--- src/rtl/muldiv_unit.sv ---
// RV32 M-extension multiply/divide unit.
// Single-cycle multiply, iterative restoring divide.
module muldiv_unit #(
  parameter int XLEN     = 32,
  parameter int DIV_BITS = 1
) (
  input  logic            clk,
  input  logic            rst,
  input  logic            in_valid,
  output logic            in_ready,
  input  logic [2:0]      in_func3,
  input  logic [XLEN-1:0] in_src1,
  input  logic [XLEN-1:0] in_src2,
  input  logic [4:0]      in_rd,
  input  logic            flush,
  output logic            out_valid,
  input  logic            out_ready,
  output logic [XLEN-1:0] out_data,
  output logic [4:0]      out_rd,
  output logic            busy
);

  localparam int ITER = XLEN / DIV_BITS;
  localparam int CW   = $clog2(ITER + 1);

  typedef enum logic [1:0] {
    IDLE = 2'd0,
    CALC = 2'd1,
    FIX  = 2'd2,
    DONE = 2'd3
  } state_t;

  state_t r_state;
  state_t w_next;

  logic [CW-1:0]   r_cnt;
  logic [XLEN-1:0] r_rem;
  logic [XLEN-1:0] r_quo;
  logic [XLEN-1:0] r_dvs;
  logic            r_neg_q;
  logic            r_neg_r;
  logic            r_is_rem;
  logic [XLEN-1:0] r_out_data;
  logic [4:0]      r_out_rd;

  logic              w_acc;
  logic              w_is_div;
  logic              w_sgn_div;
  logic              w_div0;
  logic              w_ovf;
  logic              w_fast;
  logic              w_s1;
  logic              w_s2;
  logic [2*XLEN-1:0] w_ma;
  logic [2*XLEN-1:0] w_mb;
  logic [2*XLEN-1:0] w_prod;
  logic [XLEN-1:0]   w_mul_res;
  logic [XLEN-1:0]   w_fast_res;
  logic              w_neg1;
  logic              w_neg2;
  logic [XLEN-1:0]   w_abs1;
  logic [XLEN-1:0]   w_abs2;
  logic [XLEN-1:0]   w_rem;
  logic [XLEN-1:0]   w_quo;
  logic [XLEN:0]     w_tr;
  logic [XLEN:0]     w_diff;
  logic [XLEN-1:0]   w_fix_q;
  logic [XLEN-1:0]   w_fix_r;
  logic [XLEN-1:0]   w_fix;

  assign in_ready  = (r_state == IDLE) && !flush && rst;
  assign w_acc     = in_valid && in_ready;
  assign out_valid = (r_state == DONE);
  assign busy      = (r_state != IDLE);
  assign out_data  = r_out_data;
  assign out_rd    = r_out_rd;

  assign w_is_div  = in_func3[2];
  assign w_sgn_div = !in_func3[0];
  assign w_div0    = (in_src2 == '0);
  assign w_ovf     = w_sgn_div
                   && (in_src1 == {1'b1, {(XLEN-1){1'b0}}})
                   && (in_src2 == '1);
  assign w_fast    = !w_is_div || w_div0 || w_ovf;

  // Full-width product with per-op operand sign extension
  always_comb begin
    w_s1 = (in_func3 == 3'b001) || (in_func3 == 3'b010);
    w_s2 = (in_func3 == 3'b001);
    w_ma = {{XLEN{w_s1 & in_src1[XLEN-1]}}, in_src1};
    w_mb = {{XLEN{w_s2 & in_src2[XLEN-1]}}, in_src2};
    w_prod = w_ma * w_mb;
    if (in_func3[1:0] == 2'b00) begin
      w_mul_res = w_prod[XLEN-1:0];
    end else begin
      w_mul_res = w_prod[2*XLEN-1:XLEN];
    end
  end

  // Result for ops finishing one cycle after accept
  always_comb begin
    w_fast_res = w_mul_res;
    if (w_is_div) begin
      if (w_div0) begin
        w_fast_res = in_func3[1] ? in_src1 : '1;
      end else begin
        w_fast_res = in_func3[1] ? '0 : in_src1;
      end
    end
  end

  // Operand magnitudes for signed divide
  always_comb begin
    w_neg1 = w_sgn_div & in_src1[XLEN-1];
    w_neg2 = w_sgn_div & in_src2[XLEN-1];
    w_abs1 = w_neg1 ? -in_src1 : in_src1;
    w_abs2 = w_neg2 ? -in_src2 : in_src2;
  end

  // DIV_BITS restoring steps; quotient shifts in as dividend shifts out
  always_comb begin
    w_rem  = r_rem;
    w_quo  = r_quo;
    w_tr   = '0;
    w_diff = '0;
    for (int k = 0; k < DIV_BITS; k++) begin
      w_tr   = {w_rem, w_quo[XLEN-1]};
      w_diff = w_tr - {1'b0, r_dvs};
      w_quo  = {w_quo[XLEN-2:0], !w_diff[XLEN]};
      w_rem  = w_diff[XLEN] ? w_tr[XLEN-1:0] : w_diff[XLEN-1:0];
    end
  end

  // Sign restoration of quotient and remainder
  always_comb begin
    w_fix_q = r_neg_q ? -r_quo : r_quo;
    w_fix_r = r_neg_r ? -r_rem : r_rem;
    w_fix   = r_is_rem ? w_fix_r : w_fix_q;
  end

  // State register
  always_ff @(posedge clk) begin
    if (!rst) begin
      r_state <= IDLE;
    end else begin
      r_state <= w_next;
    end
  end

  // Next-state logic
  always_comb begin
    w_next = r_state;
    unique case (r_state)
      IDLE: begin
        if (w_acc) begin
          w_next = w_fast ? DONE : CALC;
        end
      end
      CALC: begin
        if (flush) begin
          w_next = IDLE;
        end else if (r_cnt == CW'(ITER - 1)) begin
          w_next = FIX;
        end
      end
      FIX: begin
        w_next = flush ? IDLE : DONE;
      end
      DONE: begin
        if (flush || out_ready) begin
          w_next = IDLE;
        end
      end
      default: w_next = IDLE;
    endcase
  end

  // Datapath registers: capture, iterate, finish
  always_ff @(posedge clk) begin
    if (!rst) begin
      r_cnt      <= '0;
      r_rem      <= '0;
      r_quo      <= '0;
      r_dvs      <= '0;
      r_neg_q    <= 1'b0;
      r_neg_r    <= 1'b0;
      r_is_rem   <= 1'b0;
      r_out_data <= '0;
      r_out_rd   <= '0;
    end else begin
      unique case (r_state)
        IDLE: begin
          if (w_acc) begin
            r_out_rd <= in_rd;
            r_cnt    <= '0;
            r_rem    <= '0;
            r_quo    <= w_abs1;
            r_dvs    <= w_abs2;
            r_neg_q  <= w_neg1 ^ w_neg2;
            r_neg_r  <= w_neg1;
            r_is_rem <= in_func3[1];
            if (w_fast) begin
              r_out_data <= w_fast_res;
            end
          end
        end
        CALC: begin
          r_rem <= w_rem;
          r_quo <= w_quo;
          r_cnt <= r_cnt + CW'(1);
        end
        FIX: begin
          r_out_data <= w_fix;
        end
        default: begin
        end
      endcase
    end
  end

endmodule

--- config.mk ---
export PLATFORM = sky130hd
export DESIGN_NAME = muldiv_unit
export DESIGN_NICKNAME = d
export VERILOG_FILES = /design/src/rtl/muldiv_unit.sv
export SDC_FILE = /design/constraint.sdc
export NUM_CORES = 2
export LEC_CHECK = 0
export BUFFER_PORTS_ARGS = -buffer_cell sky130_fd_sc_hd__buf_2
export CORE_MARGIN = 2
export CORE_UTILIZATION = 30
export CTS_CLUSTER_SIZE = 12
export DETAILED_ROUTE_END_ITERATION = 8
export PLACE_DENSITY = 0.41
export SLEW_MARGIN = 25
export SYNTH_ARGS = -nofsm -noshare
export SYNTH_HDL_FRONTEND = slang
export SYNTH_SLANG_ARGS = --single-unit
--- constraint.sdc ---
create_clock -name clk -period 18.1 [get_ports clk]
set_clock_uncertainty 0.2 [all_clocks]
set_input_delay 4.525 -clock clk [delete_from_list [all_inputs] [get_ports clk]]
set_output_delay 4.525 -clock clk [all_outputs]
set_load 0.01 [all_outputs]
After elaboration in Yosys (flattened, before gate mapping)
Cells that the tools add are included.

cells by class
  equal/unequal tests = 12
  multipliers = 1
  add/sub/neg operators = 6
  multiplexer cells = 27
  bitwise gates (word level) = 5
  reduce and logical (&&, ||, !) cells = 23

operators with widths
  operator                                                                number
  32-bit 2-to-1 mux                                                       15
  32-bit one-hot mux with 2 select lines                                  3
  32-bit negator                                                          4
  32-bit equality test (second input constant)                            2
  33-bit by 33-bit multiplier with 64-bit output                          1
  33-bit by 32-bit subtractor with 33-bit output                          1
  32-bit zero test                                                        1
  2-bit 2-to-1 mux                                                        6
  6-bit one-hot mux with 2 select lines                                   1
  2-bit one-hot mux with 4 select lines                                   1
  6-bit by 1-bit adder with 6-bit output (second input constant)          1
  6-bit by 5-bit equality test with 1-bit output (second input constant)  1
  6-bit 2-to-1 mux                                                        1
  3-bit AND reduction                                                     2
  2-bit nonzero test                                                      3
  1-bit logical AND                                                       5
  1-bit AND                                                               4
  2-bit equality test (second input constant)                             2
  1-bit zero test                                                         4
  2-bit zero test                                                         2
  1-bit logical OR                                                        4
  2-bit != test (second input constant)                                   2
  2-bit AND reduction                                                     2
  3-bit by 1-bit equality test with 1-bit output (second input constant)  1
  other kinds (5)                                                         5

storage, ports and cells
  register bits = 144
  input bits = 77
  output and inout port bits = 40

Longest topological paths before layout
  depth after elaboration = 9
  gate-level depth with buffers = 33
  gate-level depth less buffers = 29

Least setup slack after synthesis
OpenSTA, ideal clock, no wires.

  path kind = input port to flip-flop
  start = input in_func3[2]
  end = register r_out_data[30], in the netlist out_data[30]
  arrival = 12.742 ns
  slack = 5.040 ns
  cell stages on the path = 31
  path buffers = 4
  setup time = 0.117 ns
  required time = 17.783 ns
  cell sequence = clkbuf_1 -> inv_1 -> clkbuf_1 -> and3_1 -> clkbuf_1 -> nand2_1 -> inv_1 -> fa_1 -> inv_1 -> fa_1 -> inv_1 -> fa_1 -> inv_1 -> fa_1 -> inv_1 -> fa_1 -> fa_1 -> fa_1 -> inv_1 -> fa_1 -> inv_1 -> ha_1 -> clkbuf_1 -> o21ai_0 -> nand2b_1 -> a21o_1 -> a21oi_1 -> o21ai_0 -> o2111a_1 -> or3_1 -> a32o_1

between the ends
  word-level cells in the longest chain between the ends = 9
  elaborated cells on any way between the ends = 16
  classes of those cells = mul: 1; eq/ne: 3; mux: 5; bitwise: 2; reduce/logical: 5

RTL lines
  item                                                                                                                     line    source
  from (decl)                                                                                                              11      input logic [2:0] in_func3,
  3-bit by 1-bit equality test with 1-bit output / 3-bit by 2-bit equality test with 1-bit output (equally long branches)  88, 89
  1-bit logical OR                                                                                                         88      w_s1 = (in_func3 == 3'b001) || (in_func3 == 3'b010);
  1-bit AND                                                                                                                90      w_ma = {{XLEN{w_s1 & in_src1[XLEN-1]}}, in_src1};
  33-bit by 33-bit multiplier with 64-bit output                                                                           92      w_prod = w_ma * w_mb;
  32-bit 2-to-1 mux                                                                                                        93      if (in_func3[1:0] == 2'b00) begin
  32-bit 2-to-1 mux                                                                                                        103     if (w_is_div) begin
  32-bit 2-to-1 mux                                                                                                        202     if (w_fast) begin
  32-bit 2-to-1 mux                                                                                                        193     if (w_acc) begin
  32-bit one-hot mux with 2 select lines                                                                                   191     unique case (r_state)
  to (signal assigned)                                                                                                     203     r_out_data <= w_fast_res;
  to (signal assigned)                                                                                                     213     r_out_data <= w_fix;
  to (decl)                                                                                                                43      logic [XLEN-1:0] r_out_data;

Several ways; a longest one is shown, not always the timed one. The select of a mux whose other input is x is not followed.
A chain may end at the register's enable or synchronous reset.

Worst setup path after layout
Ends and elaborated chain as after synthesis.

==> impl_metrics.ini <==
[logic_synthesis]
syn_nets = 7302
ys_types = 80
synth_simple_gate_area_share_pct = 16.01
ys_seq_elements = 144
synthCells = 5849
synth-seq-area-share_pct = 5.810
synth-compound-area-share_pct = 9.805
synth_edf_count = 0
synth-xor-area-share_pct = 3.495
synthTopCellsByCount = 1231 x inv_1, 1126 x fa_1, 973 x nand2_1, 313 x and2_1, 282 x clkbuf_1
synth_mux_area_share_pct = 0.4262
ys_async_sr_fraction_pct = 0
yosys_warnings = 0
synth_top_family_by_area = adder cells
synth_top_cell_by_area = fa_1
synth_area_um2 = 49620
yosysMostFrequentCell = inv_1
avgSynthCellArea_um2 = 8.483
synth_top_area_share_pct = 45.43
synthAdderAreaFrac_pct = 52.14
synth_top_flop_cell = dfxtp_1
ys_top_cells_by_area = fa_1 45%, inv_1 9.3%, nand2_1 7.4%

[critical_path]
r2r_setup_slack_ps = 13190
max_stage_delay_ps = 760
crit_buf_inv = 10
crit_arrival_ps = 14340
ff2ff_path_depth = 15
crit_path_start_kind = primary input
cp_data_required_time_ps = 18250
worst_path_max_delay_cell = fa_1
r2r_start = r_quo[31]
end_kind = flop
timing.rr.end = r_quo[0]
path_delay_family = adder cells
path_class = in2reg
cp_max_fo = 36

[global_routing]
track_usage_pct = 22.53
grt_max_degree = 57
grt_pass1_vias = 41290
gr-total-overflow = 0
antenna_found_initial = 14
grt_first_pass_wirelength_mm = 281.7

[timing]
hold_violations = 0
period_share_pct = 78.39
fin_setup_tns_ps = 0
worst_pin_slew_ps = 1268
period_minus_slack_ps = 14190
finalSetupViolations = 0
max_freq_mhz = 70.48
slew_headroom_pct = 14.67
rsz0062_at_grt = no
slew_violations = 0

[routing]
drt-initial-drc-count = 2893
ant_nets = 0
wire_per_inst_um = 23.75
drc = 0
wl_mm = 187.8
drt_first_pass_iters = 8
via_count = 39250
vias_per_cell = 4.964

[die]
die_h_um = 410.7
dieWidth_um = 410.7
row_count = 149
die_area_um2 = 168700
fp.coreArea_um2 = 164600
pin_count = 117
initial_core_util_pct = 30.14

[cells_and_area]
n_fill_cell = 17500
final_nets = 7158
drive_gt1_share_pct = 5.248
areaGrowthSynthToFinish_pct = 6.698

[clock_tree]
post_cts_buffers = 0
postCtsResizedCells = 0
worstSkewPairLatency_ps = 450
cts-root-buf = clkbuf_16
cts_buffer_depth = 2
h-tree-depth = 4
cts_num_sinks = 144
cts_tree = yes
cts_buffers = 17
holdBufCountCts = 0
cts.reportedPaths.clkPinSlew_ps = 70

[hold_path]
min_delay_path_depth = 2
hold_class = reg2reg
hold_end = out_rd[2]
min-delay-start = out_rd[2]

[place]
port_buffers = 116
hpwl_mm = 146.4
gp_congestion = 0.9133

[status]
outcome = finished, final reports clean

[run]
maxCapViolations = 0
[metrics by stage]
step	worst slack [ps]	util (%)	cells	cell area [um2]	hold WS, ps
global placement	3538	31.75	7875	52270	239.4
floorplan	5040	-	5849	49620	231.9
CTS	3897	32.16	7906	52940	252.9
detailed placement	3445	31.75	7875	52270	243.9
finish	3911	32.16	7907	52940	249.9
global route	3415	32.16	7906	52940	266.2
[worst max-delay path by stage]
| stage | depth (start not counted) | slack (ps) | end | start |
|---|---|---|---|---|
| 2_1_floorplan | 31 | 5040 | out_data[30] | in_func3[2] |
| 3_3_place_gp | 29 | 3540 | out_data[30] | in_func3[2] |
| 3_5_place_dp | 29 | 3440 | out_data[30] | in_func3[2] |
| 4_1_cts | 29 | 3900 | out_data[30] | in_func3[2] |
| 5_1_grt | 29 | 3410 | out_data[30] | in_func3[2] |
| 6_report | 29 | 3910 | out_data[30] | in_func3[2] |
[per-layer routing]
metal  global-route usage, %  up-vias  wire [um]
met4                   5.546        2       5116
met2                   36.72      899      87170
met1                   32.43    20770      88130
li1                        -    17430          -
met5                       0        -         10
met3                   1.567      159       7391
[logic make-up after synthesis]
logic type,count (synthesis)
buf+inv,1613
simple gates,1731
mux,21
xor+xnor,198
fa+ha+maj,1396
compound gates,746
flops,144
[worst reg2reg max path: cells and delay by family, from the launching register on]
kind	cells	cell delay, ps
compound gates	8	2540
fa+ha+maj	2	640
simple gates	2	230
flops	1	420
buf+inv	3	760
[state kept, by name (all words and copies together) (netlist names)]
register / count
r_neg_q: 1
r_state: 2
r_rem: 32
r_neg_r: 1
r_is_rem: 1
out_data: 32
r_dvs: 32
out_rd: 5
r_quo: 32
r_cnt: 6
[area by class of cell]
class                           count  area (um2)  area share (%)
Timing Repair Buffer              219        1356           2.562
Tap cell                         2189        2739           5.174
Inverter                         1231        4622           8.731
Clock buffer                       20       456.7          0.8627
Sequential cell                   144        2884           5.448
Multi-Input combinational cell   4092       40670           76.82
Clock inverter                     11       210.2          0.3971
Antenna cell                        1       2.502        0.004727
[layout by cell type (no fill, tap or decap), types with 121 or more instances in the layout]
master	instances
a21oi_1	205
inv_1	1230
nand2_1	972
o21ai_0	168
fa_1	1126
dfxtp_1	143
xnor2_1	121
and2_1	312
ha_1	250
nor2_1	189
Power is not shown: default switching activity piles up to over one toggle a cycle in this logic, so the estimate is an artifact.
